### src/rtl/uart_rx_byte_pkg.sv
// ============================================================================
// Module   : uart_rx_byte_pkg
// Brief    : Shared defaults, FSM state encoding and baud-divisor helper for
//            the 8N1 UART receiver (and a future transmitter).
// Revision : 1.0 - initial release
// ============================================================================
`default_nettype none

package uart_rx_byte_pkg;

    localparam int unsigned DEF_CLK_HZ  = 50_000_000;
    localparam int unsigned DEF_BAUD    = 115_200;
    localparam int unsigned DEF_VAL_LEN = 4;

    // Receiver frame-tracking states
    typedef enum logic [1:0] {
        ST_IDLE  = 2'd0,
        ST_START = 2'd1,
        ST_DATA  = 2'd2,
        ST_STOP  = 2'd3
    } rx_state_e;

    // Clock cycles per bit, rounded to the nearest integer
    function automatic int unsigned calc_div(input int unsigned clk_hz,
                                             input int unsigned baud);
        return (clk_hz + baud / 2) / baud;
    endfunction

endpackage

`default_nettype wire

### src/rtl/uart_rx_byte_if.sv
// ============================================================================
// Module   : uart_rx_byte_if
// Brief    : Serial line plus byte/valid/status bundle between the UART
//            receiver (master) and its environment (slave).
// Revision : 1.0 - initial release
// ============================================================================
`default_nettype none

interface uart_rx_byte_if;

    logic       rx;         // async serial line, idle high
    logic [7:0] iUART;      // last correctly framed byte
    logic       ValRX;      // stretched byte-valid pulse
    logic       frame_err;  // sticky bad-stop-bit flag
    logic       busy;       // receiver not idle

    // Receiver side: consumes the line, produces the byte bus
    modport master (
        input  rx,
        output iUART,
        output ValRX,
        output frame_err,
        output busy
    );

    // Environment side: drives the line, consumes the byte bus
    modport slave (
        output rx,
        input  iUART,
        input  ValRX,
        input  frame_err,
        input  busy
    );

endinterface

`default_nettype wire

### src/rtl/uart_baud_cnt.sv
// ============================================================================
// Module   : uart_baud_cnt
// Brief    : Mod-DIV bit-period counter with synchronous clear; flags the
//            half-bit and full-bit points.
// Revision : 1.0 - initial release
// ============================================================================
`default_nettype none

module uart_baud_cnt #(
    parameter int unsigned DIV = 16
) (
    input  logic clk,
    input  logic rst,
    input  logic clr,
    output logic half_tick,
    output logic full_tick
);

    localparam int unsigned        c_cw   = (DIV > 1) ? $clog2(DIV) : 1;
    localparam logic [c_cw-1:0]    c_half = c_cw'(DIV / 2 - 1);
    localparam logic [c_cw-1:0]    c_last = c_cw'(DIV - 1);

    logic [c_cw-1:0] r_cnt;

    // Free-running bit-period counter, wraps at DIV-1 or on clear
    always_ff @(posedge clk) begin
        if (rst || clr) begin
            r_cnt <= '0;
        end else if (r_cnt == c_last) begin
            r_cnt <= '0;
        end else begin
            r_cnt <= r_cnt + c_cw'(1);
        end
    end

    assign half_tick = (r_cnt == c_half);
    assign full_tick = (r_cnt == c_last);

endmodule

`default_nettype wire

### src/rtl/uart_rx_byte.sv
// ============================================================================
// Module   : uart_rx_byte
// Brief    : 8N1 LSB-first UART receiver feeding the telemetry answer table.
//            Produces a held data byte, a VAL_LEN-cycle valid pulse, a sticky
//            frame-error flag and a busy indication.
// Revision : 1.0 - initial release
// ============================================================================
`default_nettype none

module uart_rx_byte
    import uart_rx_byte_pkg::*;
#(
    parameter int unsigned CLK_HZ  = DEF_CLK_HZ,
    parameter int unsigned BAUD    = DEF_BAUD,
    parameter int unsigned VAL_LEN = DEF_VAL_LEN
) (
    input  logic           clk,
    input  logic           rst,
    uart_rx_byte_if.master bus
);

    localparam int unsigned     DIV           = calc_div(CLK_HZ, BAUD);
    localparam int unsigned     c_sw          = (VAL_LEN > 1) ? $clog2(VAL_LEN) : 1;
    localparam logic [c_sw-1:0] c_stretch_top = c_sw'(VAL_LEN - 1);

    // The pulse must end before the next stop sample and the half-bit point
    // must leave room for the synchroniser.
    generate
        if ((DIV < 4 * VAL_LEN) || (DIV < 8) || (VAL_LEN < 3)) begin : g_param_check
            $error("uart_rx_byte: need DIV >= 4*VAL_LEN, DIV >= 8, VAL_LEN >= 3");
        end
    endgenerate

    logic            r_sync1;
    logic            r_sync2;
    logic            w_rxs;
    logic [1:0]      r_warm;
    rx_state_e       r_state;
    rx_state_e       w_state_nx;
    logic            r_armed;
    logic [2:0]      r_bit_cnt;
    logic [7:0]      r_shreg;
    logic [7:0]      r_data;
    logic            r_val;
    logic [c_sw-1:0] r_stretch;
    logic            r_ferr;
    logic            w_clr;
    logic            w_half;
    logic            w_full;
    logic            w_start_ok;
    logic            w_shift;
    logic            w_good;
    logic            w_bad;

    uart_baud_cnt #(
        .DIV (DIV)
    ) u_baud_cnt (
        .clk       (clk),
        .rst       (rst),
        .clr       (w_clr),
        .half_tick (w_half),
        .full_tick (w_full)
    );

    // Two-flop synchroniser on the asynchronous line, idles high
    always_ff @(posedge clk) begin
        if (rst) begin
            r_sync1 <= 1'b1;
            r_sync2 <= 1'b1;
        end else begin
            r_sync1 <= bus.rx;
            r_sync2 <= r_sync1;
        end
    end

    assign w_rxs = r_sync2;

    // Counts off the synchroniser fill so its reset value is never mistaken
    // for a genuinely idle line (otherwise a low line at reset release would
    // arm immediately and decode from mid-byte).
    always_ff @(posedge clk) begin
        if (rst) begin
            r_warm <= 2'd0;
        end else if (r_warm != 2'd2) begin
            r_warm <= r_warm + 2'd1;
        end
    end

    // FSM state register
    always_ff @(posedge clk) begin
        if (rst) begin
            r_state <= ST_IDLE;
        end else begin
            r_state <= w_state_nx;
        end
    end

    // Next-state logic and sample-point strobes
    always_comb begin
        w_state_nx = r_state;
        w_clr      = 1'b0;
        w_start_ok = 1'b0;
        w_shift    = 1'b0;
        w_good     = 1'b0;
        w_bad      = 1'b0;
        case (r_state)
            ST_IDLE: begin
                // Hold the bit timer at zero so START begins counting from 0
                w_clr = 1'b1;
                if (r_armed && !w_rxs) begin
                    w_state_nx = ST_START;
                end
            end
            ST_START: begin
                if (w_half) begin
                    w_clr = 1'b1;
                    if (w_rxs) begin
                        w_state_nx = ST_IDLE;
                    end else begin
                        w_start_ok = 1'b1;
                        w_state_nx = ST_DATA;
                    end
                end
            end
            ST_DATA: begin
                if (w_full) begin
                    w_clr   = 1'b1;
                    w_shift = 1'b1;
                    if (r_bit_cnt == 3'd7) begin
                        w_state_nx = ST_STOP;
                    end
                end
            end
            ST_STOP: begin
                if (w_full) begin
                    w_clr      = 1'b1;
                    w_state_nx = ST_IDLE;
                    if (w_rxs) begin
                        w_good = 1'b1;
                    end else begin
                        w_bad  = 1'b1;
                    end
                end
            end
            default: begin
                w_state_nx = ST_IDLE;
            end
        endcase
    end

    // Arm on an idle-high line; a bad stop bit disarms until the line recovers
    always_ff @(posedge clk) begin
        if (rst) begin
            r_armed <= 1'b0;
        end else if (w_bad) begin
            r_armed <= 1'b0;
        end else if ((r_state == ST_IDLE) && w_rxs && (r_warm == 2'd2)) begin
            r_armed <= 1'b1;
        end
    end

    // Data bit counter and LSB-first shift register
    always_ff @(posedge clk) begin
        if (rst) begin
            r_bit_cnt <= 3'd0;
            r_shreg   <= 8'd0;
        end else begin
            if (w_start_ok) begin
                r_bit_cnt <= 3'd0;
            end else if (w_shift) begin
                r_bit_cnt <= r_bit_cnt + 3'd1;
            end
            if (w_shift) begin
                r_shreg <= {w_rxs, r_shreg[7:1]};
            end
        end
    end

    // Output byte and sticky frame error, updated only at the stop sample
    always_ff @(posedge clk) begin
        if (rst) begin
            r_data <= 8'd0;
            r_ferr <= 1'b0;
        end else if (w_good) begin
            r_data <= r_shreg;
            r_ferr <= 1'b0;
        end else if (w_bad) begin
            r_ferr <= 1'b1;
        end
    end

    // Valid stretcher: VAL_LEN cycles high per good frame, no retrigger
    always_ff @(posedge clk) begin
        if (rst) begin
            r_val     <= 1'b0;
            r_stretch <= '0;
        end else if (w_good && !r_val) begin
            r_val     <= 1'b1;
            r_stretch <= c_stretch_top;
        end else if (r_val) begin
            if (r_stretch == '0) begin
                r_val <= 1'b0;
            end else begin
                r_stretch <= r_stretch - c_sw'(1);
            end
        end
    end

    assign bus.iUART     = r_data;
    assign bus.ValRX     = r_val;
    assign bus.frame_err = r_ferr;
    assign bus.busy      = (r_state != ST_IDLE);

endmodule

`default_nettype wire

### src/flat_wrapper.sv
// flat-port wrapper written by rule: the top's interface ports become plain ports
module uart_rx_byte_flat import uart_rx_byte_pkg::*;
#(
    parameter int unsigned CLK_HZ  = DEF_CLK_HZ,
    parameter int unsigned BAUD    = DEF_BAUD,
    parameter int unsigned VAL_LEN = DEF_VAL_LEN
)
  (clk, rst, bus_rx, bus_iUART, bus_ValRX, bus_frame_err, bus_busy);
  uart_rx_byte_if bus_i ();
  input  logic clk;
  input  logic rst;
  input wire logic [$bits(bus_i.rx)-1:0] bus_rx;
  output wire logic [$bits(bus_i.iUART)-1:0] bus_iUART;
  output wire logic [$bits(bus_i.ValRX)-1:0] bus_ValRX;
  output wire logic [$bits(bus_i.frame_err)-1:0] bus_frame_err;
  output wire logic [$bits(bus_i.busy)-1:0] bus_busy;
  assign bus_i.rx = bus_rx;
  assign bus_iUART = bus_i.iUART;
  assign bus_ValRX = bus_i.ValRX;
  assign bus_frame_err = bus_i.frame_err;
  assign bus_busy = bus_i.busy;
  uart_rx_byte #(.CLK_HZ(CLK_HZ), .BAUD(BAUD), .VAL_LEN(VAL_LEN)) u_core (.clk(clk), .rst(rst), .bus(bus_i));
endmodule
### config.mk
export PLATFORM = sky130hd
export DESIGN_NAME = uart_rx_byte_flat
export DESIGN_NICKNAME = d
export VERILOG_FILES = /design/src/rtl/uart_rx_byte_pkg.sv /design/src/rtl/uart_rx_byte_if.sv /design/src/rtl/uart_baud_cnt.sv /design/src/rtl/uart_rx_byte.sv /design/src/flat_wrapper.sv
export SDC_FILE = /design/constraint.sdc
export NUM_CORES = 1
export LEC_CHECK = 0
export CAP_MARGIN = 20
export CORE_ASPECT_RATIO = 1.5
export CORE_MARGIN = 1
export CORE_UTILIZATION = 56
export CTS_CLUSTER_SIZE = 10
export DETAILED_ROUTE_END_ITERATION = 6
export PLACE_DENSITY = 0.8
export SETUP_SLACK_MARGIN = 0.4
export SYNTH_ARGS = -nofsm -noshare
export SYNTH_HDL_FRONTEND = slang
export SYNTH_HIERARCHICAL = 1
export SYNTH_SLANG_ARGS = --single-unit
### constraint.sdc
create_clock -name clk -period 2.5 [get_ports clk]
set_clock_uncertainty 0.15 [all_clocks]
set_input_delay 0.5 -clock clk [delete_from_list [all_inputs] [get_ports clk]]
set_output_delay 0.5 -clock clk [all_outputs]
set_load 0.02 [all_outputs]
==> results.yml <==
run_status:
  status: "complete, no violations"
timing:
  slew_headroom_pct: 69.4
  rsz0062_at_grt: "no"
  drv_slew: 0
  fin_crit_sh_pct: 77.5
  max_freq_mhz: 516
  tns_ns: 0
  period_needed_ns: 1.94
  worst_slew_pin_slew_ns: 0.459
  setup_viol: 0
  hold_violations: 0
placed_design:
  place_congestion: 0.783
  hpwl_um: 2230
  numPortBuffers: 13
floorplan:
  fp-row-count: 23
  die_w_um: 46.4
  core_um2: 2730
  fp.dieArea_um2: 3190
  start_util_pct: 60.7
  ios: 14
  dieHeight_um: 68.7
cells_and_area:
  n_antenna_cell: 0
  finalNetCount: 203
  final_core_util_pct: 69.4
  area_growth_pct: 14.4
  drive_gt1_share_pct: 12.9
clock_tree:
  cts_tree: "yes"
  numCtsBuffers: 5
  cts_root_buf: "clkbuf_8"
  cts_setup_buffers: 0
  cts_resized: 3
  clk_pin_slew_ns: 0.07
  htree_levels: 2
  holdBufCountCts: 0
  cts_buffer_depth: 2
  cts.sinks: 39
  clock_latency_ns: 0.29
worst_setup_path:
  crit_type: "reg -> out"
  crit_required_ns: 1.85
  cp_max_fo: 12
  r2r-start: "u_core/u_baud_cnt/r_cnt[1]"
  cp-startpoint: "u_core/r_state[0]"
  arrival_ns: 1.29
  crit_path_end_kind: "primary output"
  start_kind: "register"
  reg2regPathDepth: 9
synthesis:
  ys_seq_area_share_pct: 47.1
  synth_top_area_cell: "dfxtp_1"
  ys_types: 38
  yosysTopAreaCellShare_pct: 47.1
  synth_area_leaders: "dfxtp_1 (47%), mux2i_1 (6.0%), ha_1 (5.3%)"
  syn-cell-area_um2: 1660
  synthCells: 177
  avgSynthCellArea_um2: 9.37
  syn_nets: 187
  ys_ff_latch: 39
  ys_warn_count: 6
global_routing:
  antenna_found_initial: 0
  grt_max_degree: 13
  grt_pass1_vias: 1228
  grt_pass1_wl_um: 5000
  grt_overflow: 0
  track_usage_pct: 22.6
route:
  vias: 1245
  routed_wl_um: 3000
  first_pass_iters: 4
  wl_per_cell_um: 13.0
  drc_errors: 0
  viasPerCell: 5.39
  ant_nets: 0
  drtIter0Drc: 23
hold_path:
  min_path_cells: 1
  hold_class: "reg -> reg"
  hold_start: "u_core/r_sync1"
pwr:
  power_density_nw_per_um2: 607
  peakVddDrop_mv: 0.404
  finalPower_mw: 1.15
  p_leak_nw: 0.728
job:
  drv_cap: 0
## sequential cells by signal, indices dropped and copies added (netlist names), named ones only
signal                   count
u_core/r_armed               1
u_core/r_stretch             2
u_core/u_baud_cnt/r_cnt      9
u_core/r_bit_cnt             3
u_core/bus.frame_err         1
u_core/r_warm                2
u_core/r_shreg               8
u_core/bus.ValRX             1
u_core/r_sync2               1
u_core/bus.iUART             8
u_core/r_sync1               1
u_core/r_state               1
## metal layers
layer | global-route usage (%) | share of wire, %
met1 | 20.8 | 41
met4 | 14.3 | 2.7
met3 | 6.25 | 2.8
met2 | 41.1 | 53
met5 | 0 | 0
## worst paths after layout
check                                to  slack (ns)
max                            bus_busy        0.56
min reg2reg              u_core/r_sync2        0.27
min                      u_core/r_sync2        0.27
max reg2reg  u_core/u_baud_cnt/r_cnt[7]        0.56
## area by class of cell
class	instances	area (um^2)
Clock buffer	7	76.3
Clock inverter	1	5.00
Fill cell	224	836
Inverter	7	26.3
Multi-Input combinational cell	123	801
Sequential cell	39	785
Tap cell	37	46.3
Timing Repair Buffer	17	159
## worst max-delay path, stage by stage (launching register included)
cell and delay, ns:
dfxtp_2 0.38, or2_2 0.30, dlygate4sd2_1 0.32
## cell families (layout without fill, tap and decap cells)
kind of cell,Yosys count,in the layout,synth area share [%]
xor+xnor,5,5,2.64
buf+inv,15,32,4.83
simple gates,70,70,22.1
compound gates,31,31,12.1
mux,10,10,6.03
fa+ha+maj,7,7,5.28
flops,39,39,47.1
## where the power goes
group / internal (mW) / total (mW) / switching, mW
sequential: 0.645 / 0.662 / 0.0175
clock: 0.196 / 0.400 / 0.204
combinational: 0.0424 / 0.0907 / 0.0483
total: 0.883 / 1.15 / 0.270
## cell usage in the layout (no fill, tap or decap), drive strengths merged, types with 2 or more instances in the layout
| cell type | n |
|---|---|
| dfxtp | 39 |
| nand2 | 23 |
| nor2 | 21 |
| a21oi | 16 |
| clkdlybuf4s50 | 12 |
| mux2i | 10 |
| inv | 7 |
| ha | 7 |
| clkbuf | 7 |
| o21ai | 5 |
| or2 | 4 |
| xor2 | 4 |
| buf | 4 |
| or3 | 4 |
| a31oi | 3 |
| nor3 | 3 |
| nand3 | 3 |
| nand3b | 2 |
| nor2b | 2 |
| o21a | 2 |
| nand4 | 2 |
| nand4bb | 2 |
## synth_stat cells (all sizes together)
cell type  instances
nand4bb            2
xnor2              1
nor2b              2
inv                7
nand4              2
a31o               1
clkbuf             1
or2                4
xor2               4
and4               1
buf                7
nor3               3
dfxtp             39
ha                 7
nand4b             1
o31ai              1
mux2i             10
o22a               1
a211oi             1
or3                4
nand3b             2
nand2b             1
a31oi              3
o21bai             1
nand2             23
o21ai              5
nor2              21
nand3              3
o21a               2
a21oi             16
nor4bb             1
## per-stage QoR
step / instance area (um^2) / instances / setup WS (ns) / hold WS [ns]
global placement: 1810 / 223 / 0.579 / 0.249
global route: 1900 / 231 / 0.413 / 0.295
detailed placement: 1810 / 223 / 0.481 / 0.256
finish: 1900 / 231 / 0.563 / 0.274
CTS: 1890 / 231 / 0.455 / 0.277
floorplan: 1660 / 177 / 0.732 / 0.239
No activity file was read; power rests on OpenSTA's default activity.
